$ cat config.mk
export PLATFORM = sky130hd
export DESIGN_NAME = fetch_sequencer
export DESIGN_NICKNAME = d
export VERILOG_FILES = /design/src/rtl/riscv_fetch_pkg.sv /design/src/rtl/fetch_skid_buffer.sv /design/src/rtl/fetch_sequencer.sv
export SDC_FILE = /design/constraint.sdc
export NUM_CORES = 1
export LEC_CHECK = 0
export CAP_MARGIN = 20
export CORE_ASPECT_RATIO = 1.5
export CORE_MARGIN = 5
export CORE_UTILIZATION = 30
export CTS_CLUSTER_DIAMETER = 40
export DETAILED_ROUTE_END_ITERATION = 10
export DONT_BUFFER_PORTS = 1
export GPL_TIMING_DRIVEN = 0
export PLACE_DENSITY_LB_ADDON = 0.08
export SYNTH_ARGS = -nofsm -noshare
export SYNTH_HDL_FRONTEND = slang
export SYNTH_SLANG_ARGS = --single-unit
$ cat constraint.sdc
create_clock -name clk -period 16.4 [get_ports clk]
set_input_delay 0.82 -clock clk [delete_from_list [all_inputs] [get_ports clk]]
set_output_delay 0.82 -clock clk [all_outputs]
set_load 0.01 [all_outputs]
$ cat src/rtl/riscv_fetch_pkg.sv
// riscv_fetch_pkg: shared constants and state type for the instruction-fetch sequencer.
package riscv_fetch_pkg;
    localparam logic [31:0] NOP_INSTR = 32'h00000013;
    typedef enum logic {FETCH_RUN, FETCH_HOLD} fetch_state_e;
endpackage

$ cat src/rtl/fetch_skid_buffer.sv
// fetch_skid_buffer: one-entry {instr, pc} holding register for instructions fetched during a stall.
module fetch_skid_buffer
    import riscv_fetch_pkg::*;
#(
    parameter int XLEN = 64
) (
    input  logic            clk,
    input  logic            rst,
    input  logic            load,
    input  logic            clear,
    input  logic [31:0]     load_instr,
    input  logic [XLEN-1:0] load_pc,
    output logic            valid,
    output logic [31:0]     instr,
    output logic [XLEN-1:0] pc
);
    always_ff @(posedge clk or posedge rst) begin
        if (rst) begin
            valid <= 1'b0;
            instr <= NOP_INSTR;
            pc    <= '0;
        end else if (clear) begin
            valid <= 1'b0;
        end else if (load) begin
            valid <= 1'b1;
            instr <= load_instr;
            pc    <= load_pc;
        end
    end
endmodule

$ cat src/rtl/fetch_sequencer.sv
// fetch_sequencer: fetch PC, IF/ID register, stall skid and redirect squash around a
// one-cycle-latency synchronous instruction memory.
module fetch_sequencer
    import riscv_fetch_pkg::*;
#(
    parameter int              XLEN     = 64,
    parameter int              IMEM_AW  = 8,
    parameter logic [XLEN-1:0] RESET_PC = '0
) (
    input  logic               clk,
    input  logic               rst,
    input  logic               stall_i,
    input  logic               redirect_i,
    input  logic [XLEN-1:0]    redirect_pc_i,
    output logic [IMEM_AW-1:0] imem_addr_o,
    input  logic [31:0]        imem_rdata_i,
    output logic [31:0]        instr_d_o,
    output logic [XLEN-1:0]    pc_d_o,
    output logic [XLEN-1:0]    pc_plus4_d_o,
    output logic               valid_d_o,
    output logic [XLEN-1:0]    pc_f_o,
    output logic               misalign_o,
    output logic [31:0]        bubble_cnt_o
);
    fetch_state_e    state;
    logic [XLEN-1:0] pc_f, inf_pc, skid_pc;
    logic [31:0]     skid_instr;
    logic            inf_vld, skid_vld, run, to_hold, release_id, next_run;

    assign run         = state == FETCH_RUN;
    assign to_hold     = run & stall_i & inf_vld;
    assign release_id  = !run & !stall_i;
    // The address presented this cycle advances only when its data will be used next cycle.
    assign next_run    = !(stall_i & (inf_vld | !run));
    assign imem_addr_o = pc_f[IMEM_AW+1:2];
    assign pc_f_o      = pc_f;

    fetch_skid_buffer #(.XLEN(XLEN)) u_skid (
        .clk        (clk),
        .rst        (rst),
        .load       (to_hold & !redirect_i),
        .clear      (redirect_i | release_id),
        .load_instr (imem_rdata_i),
        .load_pc    (inf_pc),
        .valid      (skid_vld),
        .instr      (skid_instr),
        .pc         (skid_pc)
    );

    always_ff @(posedge clk or posedge rst) begin
        if (rst) begin
            state        <= FETCH_RUN;
            pc_f         <= RESET_PC;
            inf_vld      <= 1'b0;
            inf_pc       <= '0;
            instr_d_o    <= NOP_INSTR;
            pc_d_o       <= '0;
            pc_plus4_d_o <= '0;
            valid_d_o    <= 1'b0;
        end else if (redirect_i) begin
            state     <= FETCH_RUN;
            pc_f      <= {redirect_pc_i[XLEN-1:2], 2'b00};
            inf_vld   <= 1'b0;
            instr_d_o <= NOP_INSTR;
            valid_d_o <= 1'b0;
        end else begin
            state <= next_run ? FETCH_RUN : FETCH_HOLD;
            if (next_run)
                pc_f <= pc_f + XLEN'(4);
            if (run | !stall_i) begin
                inf_vld <= 1'b1;
                inf_pc  <= pc_f;
            end
            if (release_id) begin
                instr_d_o    <= skid_instr;
                pc_d_o       <= skid_pc;
                pc_plus4_d_o <= skid_pc + XLEN'(4);
                valid_d_o    <= skid_vld;
            end else if (run & !stall_i) begin
                instr_d_o    <= inf_vld ? imem_rdata_i : NOP_INSTR;
                pc_d_o       <= inf_pc;
                pc_plus4_d_o <= inf_pc + XLEN'(4);
                valid_d_o    <= inf_vld;
            end
        end
    end

    always_ff @(posedge clk or posedge rst) begin
        if (rst) begin
            misalign_o   <= 1'b0;
            bubble_cnt_o <= '0;
        end else begin
            misalign_o <= redirect_i & |redirect_pc_i[1:0];
            if (!valid_d_o && !stall_i && bubble_cnt_o != '1)
                bubble_cnt_o <= bubble_cnt_o + 32'd1;
        end
    end
endmodule

==> summary.md, run 1 <==
| Metric | Value |
|---|---|
| Worst Setup End Kind | flop |
| Max FO, Critical Path | 10 |
| Core Footprint | 65600 um^2 |
| Count of final hold-check violations | 0 |
| Die height | 325 um |
| Routed len/inst | 25.0 um |
| Post-CTS Setup Inserts | 0 |
| Max cap viols | 0 |
| Synth cell types | 59 |
| PD cells | 143 nW/um^2 |
| R2r worst-path depth | 13 |
| Final Setup Violations | 0 |
| DRC | 0 |
| Mapped Area | 19900 um^2 |
| Root Driver | clkbuf_16 |
| Vias in the first global route | 16000 |
| Synth Flop Type | dfrtp_1 |
| FP Rows | 115 |
| Slew @ Worst Pin | 1040 ps |
| F_max | 185 MHz |
| HPWL Detailed | 57100 um |
| YS warnings | 0 |
| FF+latch count, synth | 411 |
| First-pass GRT wire length | 109000 um |
| Slowest Stage Delay on Critical Path | 780 ps |
| Final wirelength | 74100 um |
| Slew margin rel. | 0.302 |
| Resize count post-CTS | 0 |
| NumNets Final | 2130 |
| I/O pin total | 366 |
| TritonCTS clock tree | done |
| CTS Buf Count | 70 |
| Crit Path Category | reg2reg |
| Number of H-tree levels | 3 |
| CP cell instances | buf_4, and2b_1, buf_2, buf_1, buf_1, nand2_1, nand2_1, ha_1, o2111ai_2, nor4_4, nor4b_2, xor2_1, o21ai_1 |
| Status | finished, final reports clean |
| Total grt overflow | 0 |
| Adder-Cell Fraction of Synth Area | 0.00189 |
| Post-synthesis xor/xnor area fraction | 0.0657 |
| Initial core utilization | 0.303 |
| Worst vdd ir | 0.0707 mV |
| Routability cong. | 0.829 |
| DRT antenna net count | 0 |
| Die Span X | 220 um |
| Total GRT Usage | 0.203 |
| Seq/Total Area, Yosys | 0.518 |
| Post-synth EDFFs | 0 |
| Hold/Removal Path Class | in2async |
| Asr flop ratio synth | 1.00 |
| WHS | 172 ps |
| Crit path DAT | 5850 ps |
| Min Clock Period, post-route | 5400 ps |
| Largest family of logic cells by synthesized area | simple AND/OR/NAND/NOR gates |
| Design Power | 3.38 mW |
| DR vias | 15000 |
| Leak Pwr | 10.3 nW |
| Max-slew violation count | 0 |
| Area growth syn-to-layout | 18.8% |
| Area share of and/or/nand/nor cells after synthesis | 0.167 |
| Starting DRT DRC Count | 807 |
| Post-Synthesis Cells | 1942 |
| Required @ worst endpoint | 16860 ps |
| Synth Area in Compound Gates | 0.0741 |
| Worst Skew | 21.4 ps |
| CTS max path bufs | 3 |
| Mux contribution to synthesized area | 0.144 |
| RSZ-0062 raised after global routing | no |
| Fin crit share | 0.329 |
| Initial antenna violation count | 7 |
| Mean post-synth cell area | 10.2 um^2 |
| Hold_buf cts | 0 |
| Share of layout cells above drive strength 1 | 0.175 |
| Clock Latency Late Sink | 600 ps |
| DR vias/cell | 5.07 |
| Largest net degree at the start of global routing | 114 |
| Die area | 71600 um^2 |
| Port bufs | 0 |
| Crit path max-delay cell type | nor4_4 |
| CTS sink cnt | 411 |
| TritonRoute pass-1 iters | 5 |
| Startpoint types | flop |
| Fill count | 6798 |
| Worst-path clk slew | 50 ps |
==> synthesized netlist by cell type, drive strengths merged, types with 6 or more instances <==
library cell,n,share of area
and2,8,0.0025
nor3,27,0.0070
a21oi,68,0.017
nand4,49,0.016
o21ai,180,0.046
xnor2,87,0.038
nor2,151,0.029
a31oi,9,0.0028
mux2i,92,0.050
xor2,62,0.027
nand2,329,0.062
and4,6,0.0026
nand3,62,0.016
dfrtp,405,0.51
clkbuf,76,0.014
mux2,165,0.093
dfstp,6,0.0079
and3,38,0.012
inv,18,0.0034
buf,36,0.012
nor4,16,0.0075
==> layout by cell type (no fill, tap or decap), types with 61 or more instances in the layout <==
master / Yosys / layout
clkbuf_1: 76 / 79
a21oi_1: 68 / 68
dfrtp_1: 405 / 405
xnor2_1: 87 / 87
mux2i_1: 83 / 83
nor2_1: 151 / 151
mux2_2: 165 / 165
nand3_1: 61 / 61
nand2_1: 329 / 329
o21ai_0: 170 / 170
xor2_1: 62 / 62
clkbuf_16: 0 / 74
==> logic make-up (layout without fill, tap and decap cells) <==
group | Yosys count | count (layout)
compound gates | 276 | 276
mux | 257 | 257
buf+inv | 130 | 265
other cells | 1 | 11
fa+ha+maj | 3 | 3
simple gates | 715 | 715
flops | 411 | 411
xor+xnor | 149 | 149
==> area by class of cell <==
cell class,count,area (um^2),share of cell area
diodes,5,12.5,0.000530
plain buffers,112,529,0.0224
clock buffers,83,1950,0.0824
clock inverters,44,526,0.0222
inverters,18,75.1,0.00318
multi-input cells,1406,9020,0.382
flip-flops and latches,411,10300,0.436
well taps,877,1100,0.0464
repair buffers,8,121,0.00514
==> where the power goes <==
group | internal (mW) | switching (mW) | total (mW)
clock | 0.985 | 0.558 | 1.54
sequential | 1.19 | 0.257 | 1.45
combinational | 0.178 | 0.214 | 0.392
==> flip-flops by register name (all words and copies together) (netlist names) <==
name          cells
pc_plus4_d_o     62
instr_d_o        32
valid_d_o         1
u_skid.pc        62
bubble_cnt_o     32
u_skid.instr     32
inf_vld           1
state             1
pc_f_o           62
misalign_o        1
pc_d_o           62
u_skid.valid      1
inf_pc           62
==> worst paths after layout <==
path | startpoint | end | slack, ps
min in group clk | redirect_i | state$_DFF_PP0_ | 320
min reg2reg | u_skid.instr[15]$_DFFE_PP0P_ | u_skid.instr[15]$_DFFE_PP0P_ | 500
max reg2reg | state$_DFF_PP0_ | pc_plus4_d_o[62]$_DFFE_PP0P_ | 11000
max in group asynchronous | rst | u_skid.pc[50]$_DFFE_PP0P_ | 15100
min | rst | u_skid.instr[17]$_DFFE_PP0P_ | 170
max | state$_DFF_PP0_ | pc_plus4_d_o[62]$_DFFE_PP0P_ | 11000
==> per-stage QoR <==
stage,setup slack (ps),utilization,TNS (ps),area [um^2],cells
global placement,-1450,0.320,-553950,21000,2824
finish,11000,0.360,0,23600,2964
detailed placement,10570,0.322,0,21100,2832
CTS,10880,0.360,0,23600,2959
floorplan,4150,-,0,19900,1947
global route,10730,0.360,0,23600,2961
==> worst max-delay path, delay by kind of cell, from the launching register on <==
family / cells / cell delay, ps
flops: 1 / 320
xor+xnor: 1 / 340
buf+inv: 4 / 1940
simple gates: 5 / 1830
fa+ha+maj: 1 / 300
compound gates: 2 / 470
==> per-layer routing <==
metal / vias up / global-route usage / share of wire
met5: - / 0 / 0.00046
met4: 4 / 0.0691 / 0.031
met3: 118 / 0.0839 / 0.096
met2: 503 / 0.353 / 0.50
met1: 7494 / 0.223 / 0.37
li1: 6899 / - / -
Note: power is estimated with default switching activity, not from simulation.
==> inputs of run 2 (changes only) <==
--- a/config.mk
+++ b/config.mk
@@ -5,6 +5,7 @@
 export SDC_FILE = /design/constraint.sdc
 export NUM_CORES = 1
 export LEC_CHECK = 0
+export ABC_AREA = 1
 export CAP_MARGIN = 20
 export CORE_ASPECT_RATIO = 1.5
 export CORE_MARGIN = 5
==> constraint.sdc (replaced) <==
create_clock -name clk -period 5.3 [get_ports clk]
set_input_delay 0.265 -clock clk [delete_from_list [all_inputs] [get_ports clk]]
set_output_delay 0.265 -clock clk [all_outputs]
set_load 0.01 [all_outputs]
==> run 2 against run 1 <==
- critical endpoint is now pc_f_o[56]$_DFFE_PP0N_
- critical path type unchanged
- utilization is 0.84 points higher
- sequential cell count stayed put
- count of clock-buffer cells in the layout stayed put
- largest power group unchanged
- via count is 41% higher
- combinational power grew to 4.6 times the previous value
- clock power grew to 3.0 times the previous value
==> summary.md, run 2 <==
| Metric | Value |
|---|---|
| Port bufs | 0 (unchanged) |
| Crit path DAT | 3760 ps (-2090 ps) |
| Hold/Removal Path Class | in2reg |
| Most frequent cells in the layout | nand2_1, dfrtp_1, nor2_1, inv_1, o21ai_0 |
| WHS | 218 ps (+46.4 ps) |
| Count of final hold-check violations | 0 (unchanged) |
| Clock Latency Late Sink | 630 ps (+30 ps) |
| Yosys top cell by area | dfrtp_1 |
| TritonCTS clock tree | done |
| Max Used Layer | met4 |
| F_max | 307 MHz (+66%) |
| Final TNS setup | 0 ps (unchanged) |
| DR WL met3 | 6180 um (-13%) |
| RSZ-0062 raised after global routing | no |
| Routed len/inst | 22.9 um (-8.4%) |
| Initial antenna violation count | 0 (-7) |
| FF+latch count, synth | 411 (unchanged) |
| HPWL Detailed | 77200 um (+35%) |
| Final Setup Violations | 0 (unchanged) |
| Share of layout cells above drive strength 1 | 0.0703 (-0.105) |
| Worst Setup End Kind | flop |
| PnR worst setup slack | 2040 ps (-8960 ps) |
| Total GRT Usage | 0.238 (+0.0350) |
| Seq/Total Area, Yosys | 0.469 (-0.0487) |
| Met1 WL | 37900 um (+38%) |
| Die height | 341 um (+4.9%) |
| Most frequent cells after synthesis | nand2_1, dfrtp_1, nor2_1 |
| Initial core utilization | 0.303 (-0.000414) |
| Commonest non-fill, non-tap cell in the layout | nand2_1 |
| Largest net degree at the start of global routing | 42 (-63%) |
| Area growth syn-to-layout | 21.8% |
| Fin cells | 4206 (+42%) |
| Required @ worst endpoint | 5800 ps (-11060 ps) |
| Max FO, Critical Path | 6 (-4) |
| Die area | 78800 um^2 (+10%) |
| Total grt overflow | 0 (unchanged) |
| Placed insts | 3976 (+40%) |
| Mean post-synth cell area | 7.22 um^2 (-29%) |
| Starting DRT DRC Count | 1401 (+74%) |
| CP cell instances | ha_1, nand2_1, nor2_1, nand3_1, nor2_1, nand2_1, nor2_1, nand2_1, o21ai_0, nand3_1, nand2_1, nand2_1 |
| Post-Synthesis Cells | 3038 (+56%) |
| CTS Buf Count | 72 (+2.9%) |
| Final wirelength | 96300 um (+30%) |
| Mapped Area | 21900 um^2 (+10%) |
| Max cap viols | 0 (unchanged) |
| Worst Skew | 26.3 ps (+4.99 ps) |
| Post-synth EDFFs | 0 (unchanged) |
| Resize count post-CTS | 0 (unchanged) |
| Slowest Stage Delay on Critical Path | 550 ps (-230 ps) |
| Final cell area excluding filler cells | 26700 um^2 (+13%) |
| Status | finished, final reports clean |
| Root Driver | clkbuf_16 |
| Number of H-tree levels | 3 (unchanged) |
| Most numerous cell in the Yosys netlist | nand2_1 |
| FP Rows | 121 (+5.2%) |
| Fin crit share | 0.615 (+0.286) |
| YS warnings | 0 (unchanged) |
| First-pass GRT wire length | 142000 um (+30%) |
| Crit Path Category | reg2reg |
| CTS max path bufs | 3 (unchanged) |
| Crit path max-delay cell type | dfrtp_1 |
| Leak Pwr | 12.5 nW (+21%) |
| Core Footprint | 72500 um^2 (+11%) |
| Die Span X | 231 um (+4.8%) |
| Slew @ Worst Pin | 1070 ps (+33.9 ps) |
| Min Clock Period, post-route | 3260 ps (-2140 ps) |
| DR vias | 21200 (+41%) |
| Startpoint types | flop |
| Worst vdd ir | 0.218 mV (+210%) |
| Worst-path clk slew | 60 ps (about the same) |
| DRC | 0 (unchanged) |
| DR vias/cell | 5.03 (-0.66%) |
| Routability cong. | 0.922 (+11%) |
| CTS sink cnt | 411 (unchanged) |
| Design Power | 10.9 mW (+220%) |
| Slew margin rel. | 0.279 (-0.0228) |
| Vias in the first global route | 21400 (+34%) |
| Synth top area cells | dfrtp_1, nand2_1, o21ai_0 |
| I/O pin total | 366 (unchanged) |
| Post-Place Setup Slack | 2110 ps (-8450 ps) |
| DRT antenna net count | 0 (unchanged) |
| Asr flop ratio synth | 1.00 (unchanged) |
| Synth cell types | 43 (-27%) |
| Synth Flop Type | dfrtp_1 |
| Placement Cell Area | 23300 um^2 (+10%) |
| Diodes inserted | 0 (-5) |
| Fill count | 7831 (+15%) |
| Max-slew violation count | 0 (unchanged) |
| Top-area cell type share of the netlist area | 0.462 (-0.0479) |
| NumNets Final | 3329 (+56%) |
| DR WL met2 | 47700 um (+28%) |
| PD cells | 409 nW/um^2 (+190%) |
| Core Util, Final | 0.368 (+0.00840) |
| TritonRoute pass-1 iters | 5 (unchanged) |
| Worst path most repeated cell | nand2_1 |
==> run 2: cell types whose count changed after synthesis, sizes merged, moves of 30 or more <==
cell,previous run,this run
nand2,329,918
inv,18,347
nor2,151,423
mux2,165,1
o21ai,180,334
nand3,62,178
mux2i,92,1
xnor2,87,6
and3,38,1
a21oi,68,37
a22o,0,30
==> run 2: worst max-delay path, delay by kind of cell, from the launching register on <==
family	cells	cell delay, ps
AOI/OAI and AO/OA	1	230
and+or+nand+nor	10	2110
DFF	1	550
adders and majority gates	1	230
==> run 2: layout make-up <==
type                       count  area (um^2)  area share
timing repair buffer         109         1200      0.0450
multi-input combinational   2143         9690       0.363
clock buffer                  83         1900      0.0713
buffer                       140          664      0.0249
inverter                     349         1310      0.0492
sequential                   411        10300       0.385
clock inverter                49          498      0.0186
tap                          922         1150      0.0432
==> run 2: what timing repair did <==
item,CTS,global route
hold endpoints to repair,156,0
buffers inserted,0,0
setup endpoints to repair,0,0
hold buffers,98,0
==> run 2: path summary, 6_finish.rpt <==
kind | slack (ps) | to | start | cells past startpoint
max in group asynchronous | 3850 | pc_f_o[45]$_DFFE_PP0N_ | rst | 5
max | 2040 | pc_f_o[56]$_DFFE_PP0N_ | pc_f_o[2]$_DFFE_PP0N_ | 12
min in group asynchronous | 240 | instr_d_o[23]$_DFFE_PP0P_ | rst | 2
min | 220 | instr_d_o[4]$_DFFE_PP1P_ | stall_i | 5
min reg2reg | 480 | u_skid.pc[63]$_DFFE_PP0P_ | u_skid.pc[63]$_DFFE_PP0P_ | 2
max reg2reg | 2040 | pc_f_o[56]$_DFFE_PP0N_ | pc_f_o[2]$_DFFE_PP0N_ | 12
==> run 2: cell families (layout without fill, tap and decap cells) <==
family,Yosys count,after routing,synth area share
simple gates,1626,1626,0.304
other cells,1,6,0.000171
fa+ha+maj,3,3,0.00171
buf+inv,489,730,0.0900
xor+xnor,50,50,0.0200
flops,411,411,0.469
mux,2,2,0.000969
compound gates,456,456,0.114
==> run 2: power breakdown <==
group,total [mW],internal (mW),switching [mW]
Sequential,4.44,3.70,0.734
Clock,4.69,2.81,1.88
Combinational,1.81,0.574,1.24
==> run 2: layer usage <==
metal / GRT usage / vias to the layer above
met5: 0 / -
met4: 0.106 / 0
met3: 0.0556 / 176
met2: 0.418 / 695
met1: 0.277 / 10200
li1: - / 10100
==> inputs of run 3 (changes only) <==
==> constraint.sdc (replaced) <==
create_clock -name clk -period 3.2 [get_ports clk]
set_input_delay 0.16 -clock clk [delete_from_list [all_inputs] [get_ports clk]]
set_output_delay 0.16 -clock clk [all_outputs]
set_load 0.01 [all_outputs]
==> run 3 against run 2 <==
- total power increased by 66%
- die area is the same
- cell count is the same
- sequential power is 66% higher
- design area hardly changed
- first-iteration DRC count decreased by 2.2%
- clock power rose by 65%
- critical endpoint is now pc_f_o[50]$_DFFE_PP0N_
- largest power group unchanged
- highest routed layer unchanged
==> summary.md, run 3 (synthesis results as in run 2) <==
| Metric | Value |
|---|---|
| CTS sink cnt | 411 (unchanged) |
| Startpoint types | flop |
| CTS Buf Count | 72 (unchanged) |
| DRT antenna net count | 0 (unchanged) |
| Final TNS setup | 0 ps (unchanged) |
| Leak Pwr | 12.5 nW (about the same) |
| Slowest Stage Delay on Critical Path | 660 ps (+110 ps) |
| NumNets Final | 3329 (unchanged) |
| Commonest non-fill, non-tap cell in the layout | nand2_1 |
| Routability cong. | 0.922 (unchanged) |
| Routed len/inst | 22.9 um (about the same) |
| Post-CTS Setup Inserts | 0 (unchanged) |
| DR vias | 21200 (+0.047%) |
| First-pass GRT wire length | 142000 um (unchanged) |
| Most frequent cells in the layout | nand2_1, dfrtp_1, nor2_1, inv_1, o21ai_0 |
| HPWL Detailed | 77200 um (unchanged) |
| Register area | 10300 um^2 (unchanged) |
| Sw Ratio | 0.352 (about the same) |
| Final wirelength | 96400 um (about the same) |
| Count of final hold-check violations | 0 (unchanged) |
| Min Clock Period, post-route | 3060 ps (-199 ps) |
| Core Util, Final | 0.369 (about the same) |
| Share of layout cells above drive strength 1 | 0.0710 (+0.000609) |
| Hold/Removal Path Class | in2reg |
| Core Footprint | 72500 um^2 (unchanged) |
| Fin crit share | 0.956 (+0.341) |
| TritonRoute pass-1 iters | 6 (+1) |
| CP cell instances | inv_1, nor3_1, nand2_1, nor2_1, nand2_1, nor2_1, nand2_1, nand2_1, nand3_1, nand2_1, o21ai_0 |
| CTS max path bufs | 3 (unchanged) |
| Internal Power | 11.7 mW (+66%) |
| Total grt overflow | 0 (unchanged) |
| Crit path DAT | 3520 ps (-240 ps) |
| Largest net degree at the start of global routing | 42 (unchanged) |
| TritonCTS clock tree | done |
| Initial antenna violation count | 0 (unchanged) |
| Worst path most repeated cell | nand2_1 |
| Crit Path Category | reg2reg |
| Die Span X | 231 um (unchanged) |
| Placed insts | 3976 (unchanged) |
| Vias in the first global route | 21400 (unchanged) |
| WHS | 114 ps (-105 ps) |
| Clock power share | 0.429 (about the same) |
| Clock Latency Late Sink | 630 ps (about the same) |
| Total GRT Usage | 0.238 (unchanged) |
| Diodes inserted | 0 (unchanged) |
| Worst vdd ir | 0.361 mV (+66%) |
| Root Driver | clkbuf_16 |
| I/O pin total | 366 (unchanged) |
| Max cap viols | 0 (unchanged) |
| Worst Setup End Kind | flop |
| Flop pwr share | 0.406 (about the same) |
| Die area | 78800 um^2 (unchanged) |
| Crit path max-delay cell type | dfrtp_1 |
| Slew @ Worst Pin | 1080 ps (+9.45 ps) |
| Footprint of the multi-input gates | 9700 um^2 (about the same) |
| Number of H-tree levels | 3 (unchanged) |
| Slew margin rel. | 0.272 (-0.00635) |
| F_max | 327 MHz (+6.5%) |
| DR vias/cell | 5.04 (about the same) |
| Gate power share | 0.166 (about the same) |
| Max FO, Critical Path | 7 (+1) |
| DRC | 0 (unchanged) |
| PD cells | 678 nW/um^2 (+66%) |
| Worst-path clk slew | 60 ps (about the same) |
| Starting DRT DRC Count | 1370 (-2.2%) |
| Post-Place Setup Slack | 12.2 ps (-2100 ps) |
| Fill count | 7829 (-0.026%) |
| Area growth syn-to-layout | 21.8% (about the same) |
| Max-slew violation count | 0 (unchanged) |
| P_sw | 6.38 mW (+66%) |
| PnR worst setup slack | 141 ps (-1900 ps) |
| FP Rows | 121 (unchanged) |
| Required @ worst endpoint | 3660 ps (-2140 ps) |
| Worst Skew | 26.0 ps (-0.353 ps) |
| Port bufs | 0 (unchanged) |
| Final Setup Violations | 0 (unchanged) |
| Initial core utilization | 0.303 (unchanged) |
| Status | finished, final reports clean |
| Fin cells | 4206 (unchanged) |
| Die height | 341 um (unchanged) |
| RSZ-0062 raised after global routing | no |
## run 3: cell counts in the layout (fill, tap and decap cells not counted)
No cell type changed its count.
## run 3: cell type report
cell class,instances,area share
Buffer,140,0.0249
Multi-Input combinational cell,2143,0.363
Clock buffer,83,0.0713
Tap cell,922,0.0432
Sequential cell,411,0.385
Inverter,349,0.0492
Clock inverter,49,0.0186
Timing Repair Buffer,109,0.0449
## run 3: power groups by stage
stage          clock (mW)  sequential [mW]  combinational (mW)
6_report             7.76             7.35                3.00
5_1_grt              8.21             7.49                3.40
4_1_cts              7.99             7.37                3.02
3_5_place_dp            0             7.45                2.90
3_3_place_gp            0             7.43                2.83
2_1_floorplan           0             7.01                1.99
## run 3: timing repair
item,in CTS,in global routing
endpoints found under the setup margin,1,1
endpoints found under the hold margin,254,0
hold buffers,98,0
gates resized for setup,1,1
## run 3: layer usage
layer	up-vias	GRT usage	part of all wire
met5	-	0	0
met4	0	0.106	0.047
met3	174	0.0556	0.065
met2	708	0.418	0.49
met1	10200	0.277	0.39
li1	10100	-	-
## run 3: worst paths after layout
kind / startpoint / endpoint / slack (ps) / cells after the start
worst min-delay path: stall_i / instr_d_o[4]$_DFFE_PP1P_ / 110 / 5
worst min register to register: u_skid.pc[13]$_DFFE_PP0P_ / u_skid.pc[13]$_DFFE_PP0P_ / 480 / 2
worst max-delay path: pc_f_o[6]$_DFFE_PP0N_ / pc_f_o[50]$_DFFE_PP0N_ / 140 / 11
worst max register to register: pc_f_o[6]$_DFFE_PP0N_ / pc_f_o[50]$_DFFE_PP0N_ / 140 / 11
max in group asynchronous: rst / pc_f_o[45]$_DFFE_PP0N_ / 1860 / 5
min in group asynchronous: rst / instr_d_o[23]$_DFFE_PP0P_ / 130 / 2
## run 3: stage by stage
step / total power, mW / area, um^2
2_1_floorplan: 9.00 / 22000
5_1_grt: 19.1 / 26700
3_3_place_gp: 10.3 / 23100
4_1_cts: 18.4 / 26700
6_report: 18.1 / 26700
3_5_place_dp: 10.4 / 23300
## run 3: critical path: cells and delay by family, from the launching register on
| kind | cells | cell delay, ps |
|---|---|---|
| AND/OR/NAND/NOR | 9 | 1930 |
| buffers and inverters | 1 | 230 |
| flip-flops | 1 | 660 |
| AO/OA/AOI/OAI | 1 | 70 |
